File: src/rtl/encoder8to3_pkg.sv
// Shared types and helpers for the 8-to-3 request queue.
// Optional feature macro: ROUND_ROBIN_EN (rotating pick base).
package encoder8to3_pkg;

   localparam int N     = 8;
   localparam int IDX_W = $clog2(N);

   typedef enum logic {IDLE, HOLD} state_t;

   function automatic logic [N-1:0] onehot(input logic [IDX_W-1:0] idx);
      onehot      = '0;
      onehot[idx] = 1'b1;
   endfunction

   function automatic logic [IDX_W:0] popcount(input logic [N-1:0] vec);
      popcount = '0;
      for (int i = 0; i < N; i++)
         popcount = popcount + {{IDX_W{1'b0}}, vec[i]};
   endfunction

endpackage

File: src/rtl/encoder8to3_req_queue_prio_enc8.sv
// Rotating-base priority encoder: first set bit at or above base, wrapping.
// Base tied to 0 gives plain lowest-index-first priority.
module prio_enc8
   import encoder8to3_pkg::*;
(
   input  logic [N-1:0]     vec,
   input  logic [IDX_W-1:0] base,
   output logic [IDX_W-1:0] idx,
   output logic             found
);

   logic [IDX_W-1:0] j;

   // Scan from farthest to nearest offset so the nearest set bit wins
   always_comb begin
      idx   = '0;
      j     = '0;
      found = |vec;
      for (int i = N - 1; i >= 0; i--) begin
         j = base + IDX_W'(i);
         if (vec[j])
            idx = j;
      end
   end

endmodule

File: src/rtl/encoder8to3_req_queue.sv
// Collects request bits and issues each as a 3-bit index over valid/ready.
// Optional feature macro: ROUND_ROBIN_EN (fair rotating pick).
module encoder8to3_req_queue
   import encoder8to3_pkg::*;
(
   input  logic             clk,
   input  logic             rst_n,
   input  logic             en,
   input  logic [N-1:0]     in,
   input  logic             out_ready,
   output logic             out_valid,
   output logic [IDX_W-1:0] out,
   output logic [IDX_W:0]   pend_cnt,
   output logic             merge
);

   state_t           state_q, state_d;
   logic [N-1:0]     pending_q, pending_d;
   logic [IDX_W-1:0] out_q, out_d;
   logic [IDX_W:0]   pend_cnt_q, pend_cnt_d;
   logic             merge_q, merge_d;
   logic [IDX_W-1:0] base;
   logic [IDX_W-1:0] pick;
   logic             found;
   logic             load;
   logic [N-1:0]     clr;
   logic [N-1:0]     set;

`ifdef ROUND_ROBIN_EN
   logic [IDX_W-1:0] rr_ptr_q, rr_ptr_d;

   assign base = rr_ptr_q;

   // Pointer moves just past the last issued index
   always_comb begin
      rr_ptr_d = rr_ptr_q;
      if (load)
         rr_ptr_d = pick + 1'b1;
   end

   // Round-robin pointer register
   always_ff @(posedge clk) begin
      if (!rst_n)
         rr_ptr_q <= '0;
      else
         rr_ptr_q <= rr_ptr_d;
   end
`else
   assign base = '0;
`endif

   prio_enc8 u_prio (
      .vec   (pending_q),
      .base  (base),
      .idx   (pick),
      .found (found)
   );

   // Handshake FSM: decide load and next output
   always_comb begin
      state_d = state_q;
      out_d   = out_q;
      load    = 1'b0;
      unique case (state_q)
         IDLE: begin
            if (found) begin
               load    = 1'b1;
               state_d = HOLD;
            end
         end
         HOLD: begin
            if (out_ready) begin
               if (found)
                  load = 1'b1;
               else
                  state_d = IDLE;
            end
         end
      endcase
      if (load)
         out_d = pick;
   end

   // Pending set/clear; a same-cycle set overrides the clear
   always_comb begin
      clr        = load ? onehot(pick) : '0;
      set        = en ? in : '0;
      pending_d  = (pending_q & ~clr) | set;
      merge_d    = |(set & pending_q & ~clr);
      pend_cnt_d = popcount(pending_d);
   end

   // State and datapath registers
   always_ff @(posedge clk) begin
      if (!rst_n) begin
         state_q    <= IDLE;
         pending_q  <= '0;
         out_q      <= '0;
         pend_cnt_q <= '0;
         merge_q    <= 1'b0;
      end else begin
         state_q    <= state_d;
         pending_q  <= pending_d;
         out_q      <= out_d;
         pend_cnt_q <= pend_cnt_d;
         merge_q    <= merge_d;
      end
   end

   assign out_valid = (state_q == HOLD);
   assign out       = out_q;
   assign pend_cnt  = pend_cnt_q;
   assign merge     = merge_q;

endmodule

File: config.mk
export PLATFORM = sky130hd
export DESIGN_NAME = encoder8to3_req_queue
export DESIGN_NICKNAME = d
export VERILOG_FILES = /design/src/rtl/encoder8to3_pkg.sv /design/src/rtl/encoder8to3_req_queue_prio_enc8.sv /design/src/rtl/encoder8to3_req_queue.sv
export SDC_FILE = /design/constraint.sdc
export NUM_CORES = 1
export LEC_CHECK = 0
export ABC_CLOCK_PERIOD_IN_PS = 6200
export BUFFER_PORTS_ARGS = -buffer_cell sky130_fd_sc_hd__buf_2
export CORE_MARGIN = 4
export CORE_UTILIZATION = 45
export CTS_CLUSTER_SIZE = 25
export DETAILED_ROUTE_END_ITERATION = 7
export GPL_ROUTABILITY_DRIVEN = 0
export PLACE_DENSITY_LB_ADDON = 0.2
export SLEW_MARGIN = 20
export SYNTH_ARGS = -nofsm -noshare
export SYNTH_HDL_FRONTEND = slang
export SYNTH_HIERARCHICAL = 1
export SYNTH_SLANG_ARGS = --single-unit
File: constraint.sdc
create_clock -name clk -period 6.2 [get_ports clk]
set_input_delay 1.24 -clock clk [delete_from_list [all_inputs] [get_ports clk]]
set_output_delay 1.24 -clock clk [all_outputs]
set_load 0.05 [all_outputs]
Yosys cells after proc, flatten, opt, wreduce, memory -nomap -nowiden:

Cells that the tools add are included.

* reductions and logical operators: 3
* order comparisons: 2
* bitwise gates (word level): 6
* mux-type cells: 17
* $add $sub $neg: 7

Operators with widths (number)
* 8-bit AND: 3
* 3-bit two-way mux: 8
* 4-bit by 1-bit adder with 4-bit output: 4
* 8-bit two-way mux: 2
* 8-bit OR reduction: 2
* 8-bit NOT: 1
* 8-bit OR: 1
* 3-bit by 1-bit adder with 4-bit output: 1
* 3-bit by 4-bit < comparator with 1-bit output (second input constant): 1
* 1-bit two-way mux: 4
* 1-bit case mux with 2 select lines: 2
* 2-bit by 1-bit adder with 3-bit output: 1
* 1-bit demux with 3-bit select: 1
* 3-bit by 1-bit greater-or-equal comparator with 1-bit output (second input constant): 1
* 1-bit by 1-bit adder with 2-bit output: 1
* 1-bit logical AND: 1
* 1-bit NOT: 1

* output and inout port bits: 9
* flip-flop bits (word level): 17
* logic and storage cells: 40
* bits of input ports: 12

Depth between registers and ports, before layout:

Gate-level depths: netlist of run 1.

* word-level depth: 23
* depth in mapped cells: 22
* depth with buffers taken out: 19

By module:

Netlist of run 1, hierarchy kept.

By module, submodules not included
* encoder8to3_req_queue: times used 1, area each 894.6 um2, cells each 98, seq. area each 340.3 um2
* prio_enc8: times used 1, area each 792.0 um2, cells each 85, seq. area each 0.0 um2

Worst setup path after synthesis of run 1:

Ideal clock, no wire load.

* path type: register to register
* start: register pending_q[6]
* end: register pend_cnt_q[2] (netlist: pend_cnt[2])
* library setup time: 0.115 ns
* required time: 6.085 ns
* clock period less this slack: 4.967 ns
* path slack: 1.233 ns
* data arrival time: 4.852 ns
* buffers on the path: 0
* cell stages (with the launch flop): 18
* cells stage by stage: dfxtp_1 -> mux4_2 -> mux2_4 -> o32ai_2 -> o21ai_1 -> a211oi_1 -> nand3b_1 -> o31ai_1 -> and2_1 -> fa_1 -> fa_1 -> fa_1 -> inv_1 -> ha_1 -> inv_1 -> fa_1 -> xnor2_1 -> and2_1

* cells in the longest elaborated chain, start to end: 22
* elaborated cells between the ends (all ways): 27
* those cells by class: 7 x add/sub; 2 x order compare; 13 x mux; 3 x bitwise; 2 x reduce/logical

Ends and longest elaborated chain
* start, declared: line encoder8to3_req_queue.sv:18 `logic [N-1:0] pending_q, pending_d;`
* start signal, assigned: line encoder8to3_req_queue.sv:103 `pending_q <= pending_d;`
* 3-bit two-way mux (*) (7 in a row): line encoder8to3_req_queue_prio_enc8.sv:21 `if (vec[j])`
* named net pick[1]: line encoder8to3_req_queue.sv:23 `logic [IDX_W-1:0] pick;`
* 3-bit by 4-bit < comparator with 1-bit output (not written as such) / 3-bit by 1-bit greater-or-equal comparator with 1-bit output (equally long branches): line encoder8to3_pkg.sv:12 `onehot[idx] = 1'b1;`
* 1-bit logical AND (not written as such): line encoder8to3_pkg.sv:12
* 1-bit two-way mux (not written as such): line encoder8to3_pkg.sv:12
* 1-bit demux with 3-bit select (*): line encoder8to3_pkg.sv:12
* 8-bit two-way mux (*): line encoder8to3_req_queue.sv:86 `clr = load ? onehot(pick) : '0;`
* 8-bit NOT (*): line encoder8to3_req_queue.sv:88 `pending_d = (pending_q & ~clr) | set;`
* 8-bit AND (*): line encoder8to3_req_queue.sv:88
* 8-bit OR (*): line encoder8to3_req_queue.sv:88
* 1-bit by 1-bit adder with 2-bit output: line encoder8to3_pkg.sv:18 `popcount = popcount + {{IDX_W{1'b0}}, vec[i]};`
* 2-bit by 1-bit adder with 3-bit output: line encoder8to3_pkg.sv:18
* 3-bit by 1-bit adder with 4-bit output: line encoder8to3_pkg.sv:18
* 4-bit by 1-bit adder with 4-bit output (3 in a row): line encoder8to3_pkg.sv:18
* 4-bit by 1-bit adder with 4-bit output (*): line encoder8to3_pkg.sv:18
* end signal, assigned: line encoder8to3_req_queue.sv:105 `pend_cnt_q <= pend_cnt_d;`
* end, declared: line encoder8to3_req_queue.sv:20 `logic [IDX_W:0] pend_cnt_q, pend_cnt_d;`

Mark *: on every way through the listed nets, which the timed path passes. The rest lies on a longest branch.
A chain may end at the register's enable or synchronous reset.

Final worst setup path of run 1:

Same ends and word-level chain as after synthesis.

==> results_dict.tcl, run 1 <==
set metrics [dict create \
    status "finished, final reports clean" \
    clockBufferDepth 2 \
    setup_tns_ps 0 \
    slew-limit-headroom 0.4838 \
    rsz0062_at_grt "no" \
    synth_top_family_by_area "multiplexers" \
    required_ps 6360 \
    synth.top_cell.area_share 0.2018 \
    antenna_found_initial 0 \
    finish.net_count 225 \
    synth-edff-count 0 \
    post-dp-hpwl_um 2910 \
    finalCriticalPeriod_ps 5394 \
    maxClockFrequency_mhz 185.4 \
    antenna_left 0 \
    root_buffer "clkbuf_8" \
    setup_viol 0 \
    powerDensity_mw_per_mm2 269.3 \
    firstDrtPassIters 5 \
    path_clk_slew_ps 70 \
    synth_compound_area_frac 0.1921 \
    postCtsSetupBuffers 0 \
    slew_violations 0 \
    synth-seq-cells 17 \
    synth_area_per_cell_sq_um 9.216 \
    netlist_area_sq_mm 0.001687 \
    dp.cells 245 \
    mostFrequentLayoutCells "22 x nand2_1, 20 x buf_2, 17 x dfxtp_1" \
    synth_cells 183 \
    worst_setup_path_end_kind "flip-flop" \
    design.core.area_sq_mm 0.003468 \
    cp.arrival_ps 5550 \
    drive_above_1_share 0.2069 \
    r2r_slack_ps 810 \
    track_usage 0.1588 \
    die_height_um 69.22 \
    cts-buffers-inserted 3 \
    hold_violations 0 \
    pin_count 21 \
    synth_fa_ha_area_frac 0.08457 \
    die_w_um 69.22 \
    cts_resized 0 \
    clock-skew-final_ps 2.407 \
    total_power_w 0.0004976 \
    p_leak_nw 0.7754 \
    vias 1458 \
    clock-sinks 17 \
    grt_pass1_wl_um 6382 \
    yosysUniqueCellTypes 50 \
    cts_htree_levels 1 \
    ys_seq_area_frac 0.2018 \
    clkLatencyLatePin_ps 260 \
    path_class "reg2reg" \
    vdd.ir_drop.worst_mv 0.2393 \
    yosys.area_share.simple 0.1899 \
    drc_errors 0 \
    postPlaceCellArea_sq_mm 0.001799 \
    grt_max_degree 18 \
    vias_per_cell 5.855 \
    fin_crit_sh 0.8700 \
    io_buffer_count 20 \
    start_util 0.4863 \
    startpoint_type "flip-flop" \
    cap_violations 0 \
    cts-hold-fix-buffers 0 \
    synthXorXnorAreaFrac 0.02596 \
    cts_tree "built" \
    ys_warn_count 6 \
    synthMuxAreaShare 0.2366 \
    hold_path.class "reg2reg" \
    ys.flop_type "dfxtp_1" \
    fin_cells 249 \
    first_global_vias 1401 \
    area_growth_pct 9.570 \
    ys_top_cells_by_area "dfxtp_1 20%, mux4_2 12%, nand2_1 4.9%, fa_1 4.7%, mux4_1 4.7%" \
    wl_um 3724 \
    rows 21 \
    avgRoutedWirePerCell_um 14.96 \
    yosys.area.top_type "dfxtp_1" \
    critPathMaxFanout 8 \
    mostFrequentLayoutCell "nand2_1" \
    stdcell_area_sq_mm 0.001848 \
    die-area_sq_mm 0.004791 \
    grt_overflow 0 \
    drt_iter0_drc 104 \
    n_antenna_cell 0 \
    worstMarginPinSlew_ps 769.6 \
    async_flop_share 0 \
]
==> cells in the mapped netlist (all sizes together) (2+ instances only) <==
| cell type | number |
|---|---|
| o21ai | 6 |
| nand2 | 22 |
| inv | 13 |
| nand3b | 2 |
| mux4 | 12 |
| ha | 5 |
| mux2i | 5 |
| xnor2 | 2 |
| xor2 | 3 |
| nor2b | 9 |
| o31ai | 5 |
| mux2 | 5 |
| nand2b | 2 |
| dfxtp | 17 |
| o311a | 2 |
| and2 | 10 |
| buf | 8 |
| fa | 4 |
| nor2 | 7 |
| a21boi | 3 |
| a22oi | 5 |
| o41ai | 2 |
| nand3 | 5 |
| nor4 | 2 |
| a21oi | 9 |
==> kinds of logic after synthesis <==
kind of cell / count (synthesis)
AO/OA/AOI/OAI: 45
buffers and inverters: 22
flip-flops: 17
XOR/XNOR: 5
adder cells (fa/ha/maj): 9
AND/OR/NAND/NOR: 62
other: 1
multiplexers: 22
==> sequential cells by signal (all words and copies together), names as in the netlist <==
register	cells
out_valid	1
out	3
pending_q	8
pend_cnt	4
merge	1
==> routing by layer <==
metal / part of all wire / global-route usage / wire length (um)
met4: 0.036 / 0.08243 / 135
met5: 0 / 0 / 0
met3: 0.031 / 0.01594 / 116
met1: 0.44 / 0.1948 / 1640
met2: 0.49 / 0.2733 / 1832
==> worst paths after layout <==
| path | from | to | cells past startpoint |
|---|---|---|---|
| worst max-delay path | pending_q[6] | pend_cnt[2] | 17 |
| worst min-delay path | out[1] | out[1] | 2 |
| worst max register to register | pending_q[6] | pend_cnt[2] | 17 |
| worst min register to register | out[1] | out[1] | 2 |
==> critical path, cell delays in order, from the launching register on <==
cell      delay [ps]
dfxtp_1          370
mux4_2           540
mux2_4           300
o32ai_2          250
o21ai_1           90
a211oi_1         670
nand3b_1         180
o31ai_1          310
and2_1           210
fa_1             450
fa_1             520
fa_1             480
inv_1             60
ha_1             160
inv_1             50
fa_1             370
xnor2_1          130
and2_1           150
==> power breakdown <==
part           internal, W  switching, W   total, W
Combinational     0.000105      0.000165   0.000270
Clock            0.0000454     0.0000424  0.0000878
Sequential        0.000127     0.0000125   0.000140
==> through the flow <==
stage	setup slack (ps)	util	hold WS [ps]
2_1_floorplan	1233	-	653.5
5_1_grt	444.7	0.5328	510.3
4_1_cts	823.2	0.5328	474.5
3_3_place_gp	920.8	0.5188	448.4
6_report	805.7	0.5328	467.6
3_5_place_dp	861.1	0.5188	465.2
==> layout make-up <==
class	instances	area (sq um)
inverters	13	48.80
flip-flops and latches	17	340.3
clock buffers	3	41.29
multi-input cells	149	1252
repair buffers	20	100.1
fillers	335	1620
well taps	46	57.56
clock inverters	1	7.507
Note: power is estimated with default switching activity, not from simulation.
==> inputs of run 2 (changes only) <==
- GPL_ROUTABILITY_DRIVEN: 0 -> not set
- REMOVE_ABC_BUFFERS: not set -> 1
==> results_dict.tcl, run 2 (synthesis results as in run 1) <==
set metrics [dict create \
    worst_setup_path_end_kind "flip-flop" \
    reg2reg_from "pending_q[6]" \
    antenna_left 0 \
    crit_family "adder cells" \
    rows 21 \
    vdd.ir_drop.worst_mv 0.1717 \
    fin_crit_sh 0.8731 \
    fin_cells 249 \
    slowest_stage "a211oi_1" \
    status "finished, final reports clean" \
    design.core.area_sq_mm 0.003468 \
    multi_input_area_sq_mm 0.001252 \
    hold_violations 0 \
    area_growth_pct 9.570 \
    cap_violations 0 \
    postCtsSetupBuffers 0 \
    grt_max_degree 18 \
    vias_per_cell 5.960 \
    cts_htree_levels 1 \
    stdcell_area_sq_mm 0.001848 \
    critPathLaunch "pending_q[6]" \
    pin_count 21 \
    r2r.worst_path.cells 17 \
    cts-hold-fix-buffers 0 \
    r2r_end "pend_cnt[2]" \
    path_class "reg2reg" \
    worst-path-stages 17 \
    post-dp-hpwl_um 2915 \
    final_util 0.5328 \
    powerDensity_mw_per_mm2 268.1 \
    p_leak_nw 0.7754 \
    postPlaceCellArea_sq_mm 0.001799 \
    hold_path.class "reg2reg" \
    seq_area_sq_um 340.3 \
    clockBufferDepth 2 \
    die-area_sq_mm 0.004791 \
    mostFrequentLayoutCells "22 x nand2_1, 20 x buf_2, 17 x dfxtp_1" \
    worstMarginPinSlew_ps 789.7 \
    track_usage 0.1575 \
    rsz0062_at_grt "no" \
    slew_violations 0 \
    required_ps 6350 \
    clkLatencyLatePin_ps 250 \
    mostFrequentLayoutCell "nand2_1" \
    avgRoutedWirePerCell_um 14.98 \
    drc_errors 0 \
    setup_viol 0 \
    gp_congestion 0.8987 \
    clock-sinks 17 \
    cts-buffers-inserted 3 \
    io_buffer_count 20 \
    wl_um 3731 \
    cp_num_buf_inv 2 \
    crit_chain "mux4_2, mux2_4, o32ai_2, o21ai_1, a211oi_1, nand3b_1, o31ai_1, and2_1, fa_1, fa_1, fa_1, inv_1, ha_1, inv_1, fa_1, xnor2_1, and2_1" \
    r2r_slack_ps 790 \
    start_util 0.4863 \
    antenna_found_initial 0 \
    root_buffer "clkbuf_8" \
    grt_pass1_wl_um 6437 \
    maxClockFrequency_mhz 184.7 \
    setup_tns_ps 0 \
    firstDrtPassIters 4 \
    crit_end "pend_cnt[2]" \
    vias 1484 \
    slew-limit-headroom 0.4703 \
    critPathMaxFanout 8 \
    cts_resized 0 \
    largest-register "pending_q" \
    cts_tree "built" \
    n_antenna_cell 0 \
    dp.cells 245 \
    finalCriticalPeriod_ps 5413 \
    startpoint_type "flip-flop" \
    die_w_um 69.22 \
    path_clk_slew_ps 70 \
    drive_above_1_share 0.2069 \
    largest_reg_flops 8 \
    first_global_vias 1478 \
    cp.arrival_ps 5570 \
    drt_iter0_drc 84 \
    die_height_um 69.22 \
    clock-skew-final_ps 0.9838 \
    total_power_w 0.0004955 \
    cpMostUsedCell "fa_1" \
    fillers 337 \
    grt_overflow 0 \
    finish.net_count 225 \
    slowest_delay_ps 690 \
]
[run 2: cell counts in the layout (fill, tap and decap cells not counted)]
Identical to the previous run, type by type.
[run 2: how the worst min path moves through the flow]
stage	from	endpoint	slack, ps	depth (start not counted)
floorplan	pending_q[1]	pending_q[1]	650	2
detailed placement	out[1]	out[1]	460	2
global placement	out[2]	out[2]	450	2
CTS	out[1]	out[1]	470	2
finish	out[2]	out[2]	460	2
global route	out[1]	out[1]	490	2
[run 2: worst register-to-register path: cells and delay by family (launching register included)]
kind | cells | cell delay, ps
and+or+nand+nor | 3 | 530
AOI/OAI and AO/OA | 4 | 1320
DFF | 1 | 370
adders and majority gates | 5 | 1990
muxes | 2 | 850
xor gates and xnor gates | 1 | 130
buffers and inverters | 2 | 120
[run 2: cell type report]
class | instances | area share
repair buffers | 20 | 0.05416
clock inverters | 1 | 0.004062
clock buffers | 3 | 0.02234
inverters | 13 | 0.02640
multi-input cells | 149 | 0.6777
well taps | 46 | 0.03114
flip-flops and latches | 17 | 0.1842
[run 2: per-stage QoR]
| stage | setup slack, ps | hold slack, ps |
|---|---|---|
| after detailed placement | 815.9 | 455.9 |
| after CTS | 781.9 | 465.4 |
| after global placement | 915.3 | 448.8 |
| after floorplan | 1233 | 653.5 |
| after global routing | 463.1 | 492.4 |
| final | 786.8 | 459.3 |
[run 2: where the power goes]
group,total [W],switching [W],internal [W]
sequential,0.000140,0.0000128,0.000128
clock,0.0000843,0.0000391,0.0000452
combinational,0.000271,0.000166,0.000105
[run 2: metal layers]
metal  wire length (um)  GRT usage
met2               1938     0.2987
met3                167    0.01014
met4                 59    0.04989
met1               1565     0.1863
met5                  0          0
==> inputs of run 3 (changes only) <==
- PLACE_DENSITY: not set -> 0.63
- PLACE_DENSITY_LB_ADDON: 0.2 -> not set
==> results_dict.tcl, run 3 (synthesis results as in run 1) <==
set metrics [dict create \
    p_leak_nw 0.7806 \
    largest_reg_flops 8 \
    gp_congestion 0.8797 \
    cap_violations 0 \
    die_height_um 69.22 \
    postPlaceCellArea_sq_mm 0.001807 \
    cts-hold-fix-buffers 0 \
    finalCriticalPeriod_ps 5493 \
    worstMarginPinSlew_ps 812.5 \
    rsz0062_at_grt "no" \
    cts_tree "built" \
    start_util 0.4863 \
    total_power_w 0.0004987 \
    clkLatencyLatePin_ps 250 \
    track_usage 0.1637 \
    switching_share 0.4407 \
    startpoint_type "flip-flop" \
    grt_max_degree 18 \
    crit_end "pend_cnt[2]" \
    drive_above_1_share 0.2108 \
    wl_um 3728 \
    path_class "reg2reg" \
    slew_violations 0 \
    slew-limit-headroom 0.4551 \
    reg2reg_from "pending_q[6]" \
    status "finished, final reports clean" \
    grt_overflow 0 \
    area_growth_pct 10.01 \
    antenna_found_initial 0 \
    fin_crit_sh 0.8859 \
    clockBufferDepth 2 \
    setup_tns_ps 0 \
    antenna_left 0 \
    powerDensity_mw_per_mm2 268.8 \
    drc_errors 0 \
    path_clk_slew_ps 70 \
    grt_pass1_wl_um 6658 \
    postCtsSetupBuffers 0 \
    design.core.area_sq_mm 0.003468 \
    avgRoutedWirePerCell_um 14.91 \
    rows 21 \
    netSwitchingPower_w 0.0002198 \
    root_buffer "clkbuf_8" \
    post-dp-hpwl_um 3006 \
    clock-skew-final_ps 1.488 \
    vias 1465 \
    mostFrequentLayoutCell "nand2_1" \
    firstDrtPassIters 4 \
    cts-buffers-inserted 3 \
    critPathMaxFanout 8 \
    critPathLaunch "pending_q[6]" \
    maxClockFrequency_mhz 182.1 \
    largest-register "pending_q" \
    finish.net_count 226 \
    stdcell_area_sq_mm 0.001856 \
    hold_violations 0 \
    pin_count 21 \
    die_w_um 69.22 \
    n_antenna_cell 0 \
    first_global_vias 1500 \
    cts_resized 0 \
    cp.arrival_ps 5650 \
    final_util 0.5350 \
    mostFrequentLayoutCells "22 x nand2_1, 20 x buf_2, 17 x dfxtp_1" \
    power.share.clock 0.172 \
    setup_viol 0 \
    r2r.worst_path.cells 17 \
    seq_power_share 0.278 \
    io_buffer_count 20 \
    combPwrFrac 0.550 \
    vias_per_cell 5.860 \
    hold_path.class "reg2reg" \
    required_ps 6350 \
    cts_htree_levels 1 \
    r2r_slack_ps 710 \
    r2r_end "pend_cnt[2]" \
    worst_setup_path_end_kind "flip-flop" \
    die-area_sq_mm 0.004791 \
    drt_iter0_drc 75 \
    vdd.ir_drop.worst_mv 0.1823 \
    internal_power_w 0.0002789 \
    clock-sinks 17 \
]
run 3: stage by stage:
stage | hold WS, ps | std cells | worst slack (ps)
after floorplan | 653.5 | 179 | 1233
after global placement | 448.7 | 246 | 906.6
after detailed placement | 462.2 | 246 | 786.5
after CTS | 471.5 | 250 | 740.7
after global routing | 497.5 | 250 | 447.1
final | 466.5 | 250 | 707.2
run 3: final cells by class:
class                   instances  area (sq um)
multi-input cells             149          1252
repair buffers                 21         107.6
inverters                      13         48.80
well taps                      46         57.56
clock inverters                 1         7.507
fillers                       344          1613
flip-flops and latches         17         340.3
clock buffers                   3         41.29
run 3: how the worst min path moves through the flow:
stage                 startpoint           end  cells after the start
floorplan           pending_q[1]  pending_q[1]                      2
global placement          out[0]        out[0]                      2
global route              out[1]        out[1]                      2
finish                    out[0]        out[0]                      2
detailed placement        out[1]        out[1]                      2
CTS                       out[1]        out[1]                      2
run 3: worst max-delay path: stages (launching register included):
cell	delay [ps]
dfxtp_1	370
mux4_2	540
mux2_4	300
o32ai_2	260
o21ai_1	100
a211oi_1	710
nand3b_1	190
o31ai_1	320
and2_1	220
fa_1	440
fa_1	520
fa_1	480
inv_1	60
ha_1	160
inv_1	60
fa_1	380
xnor2_1	130
and2_1	150
run 3: per-layer routing:
layer	global-route usage	wire length, um	up-vias
li1	-	-	712
met2	0.2977	1895	33
met3	0.01014	128	13
met1	0.1987	1598	707
met4	0.06725	106	0
met5	0	0	-
run 3: power groups by stage:
stage | logic (W) | registers [W] | clock network [W]
floorplan | 0.000168 | 0.000187 | 0
global placement | 0.000265 | 0.000141 | 0
detailed placement | 0.000270 | 0.000141 | 0
CTS | 0.000272 | 0.000139 | 0.0000863
global route | 0.000307 | 0.000142 | 0.0000891
finish | 0.000274 | 0.000139 | 0.0000856
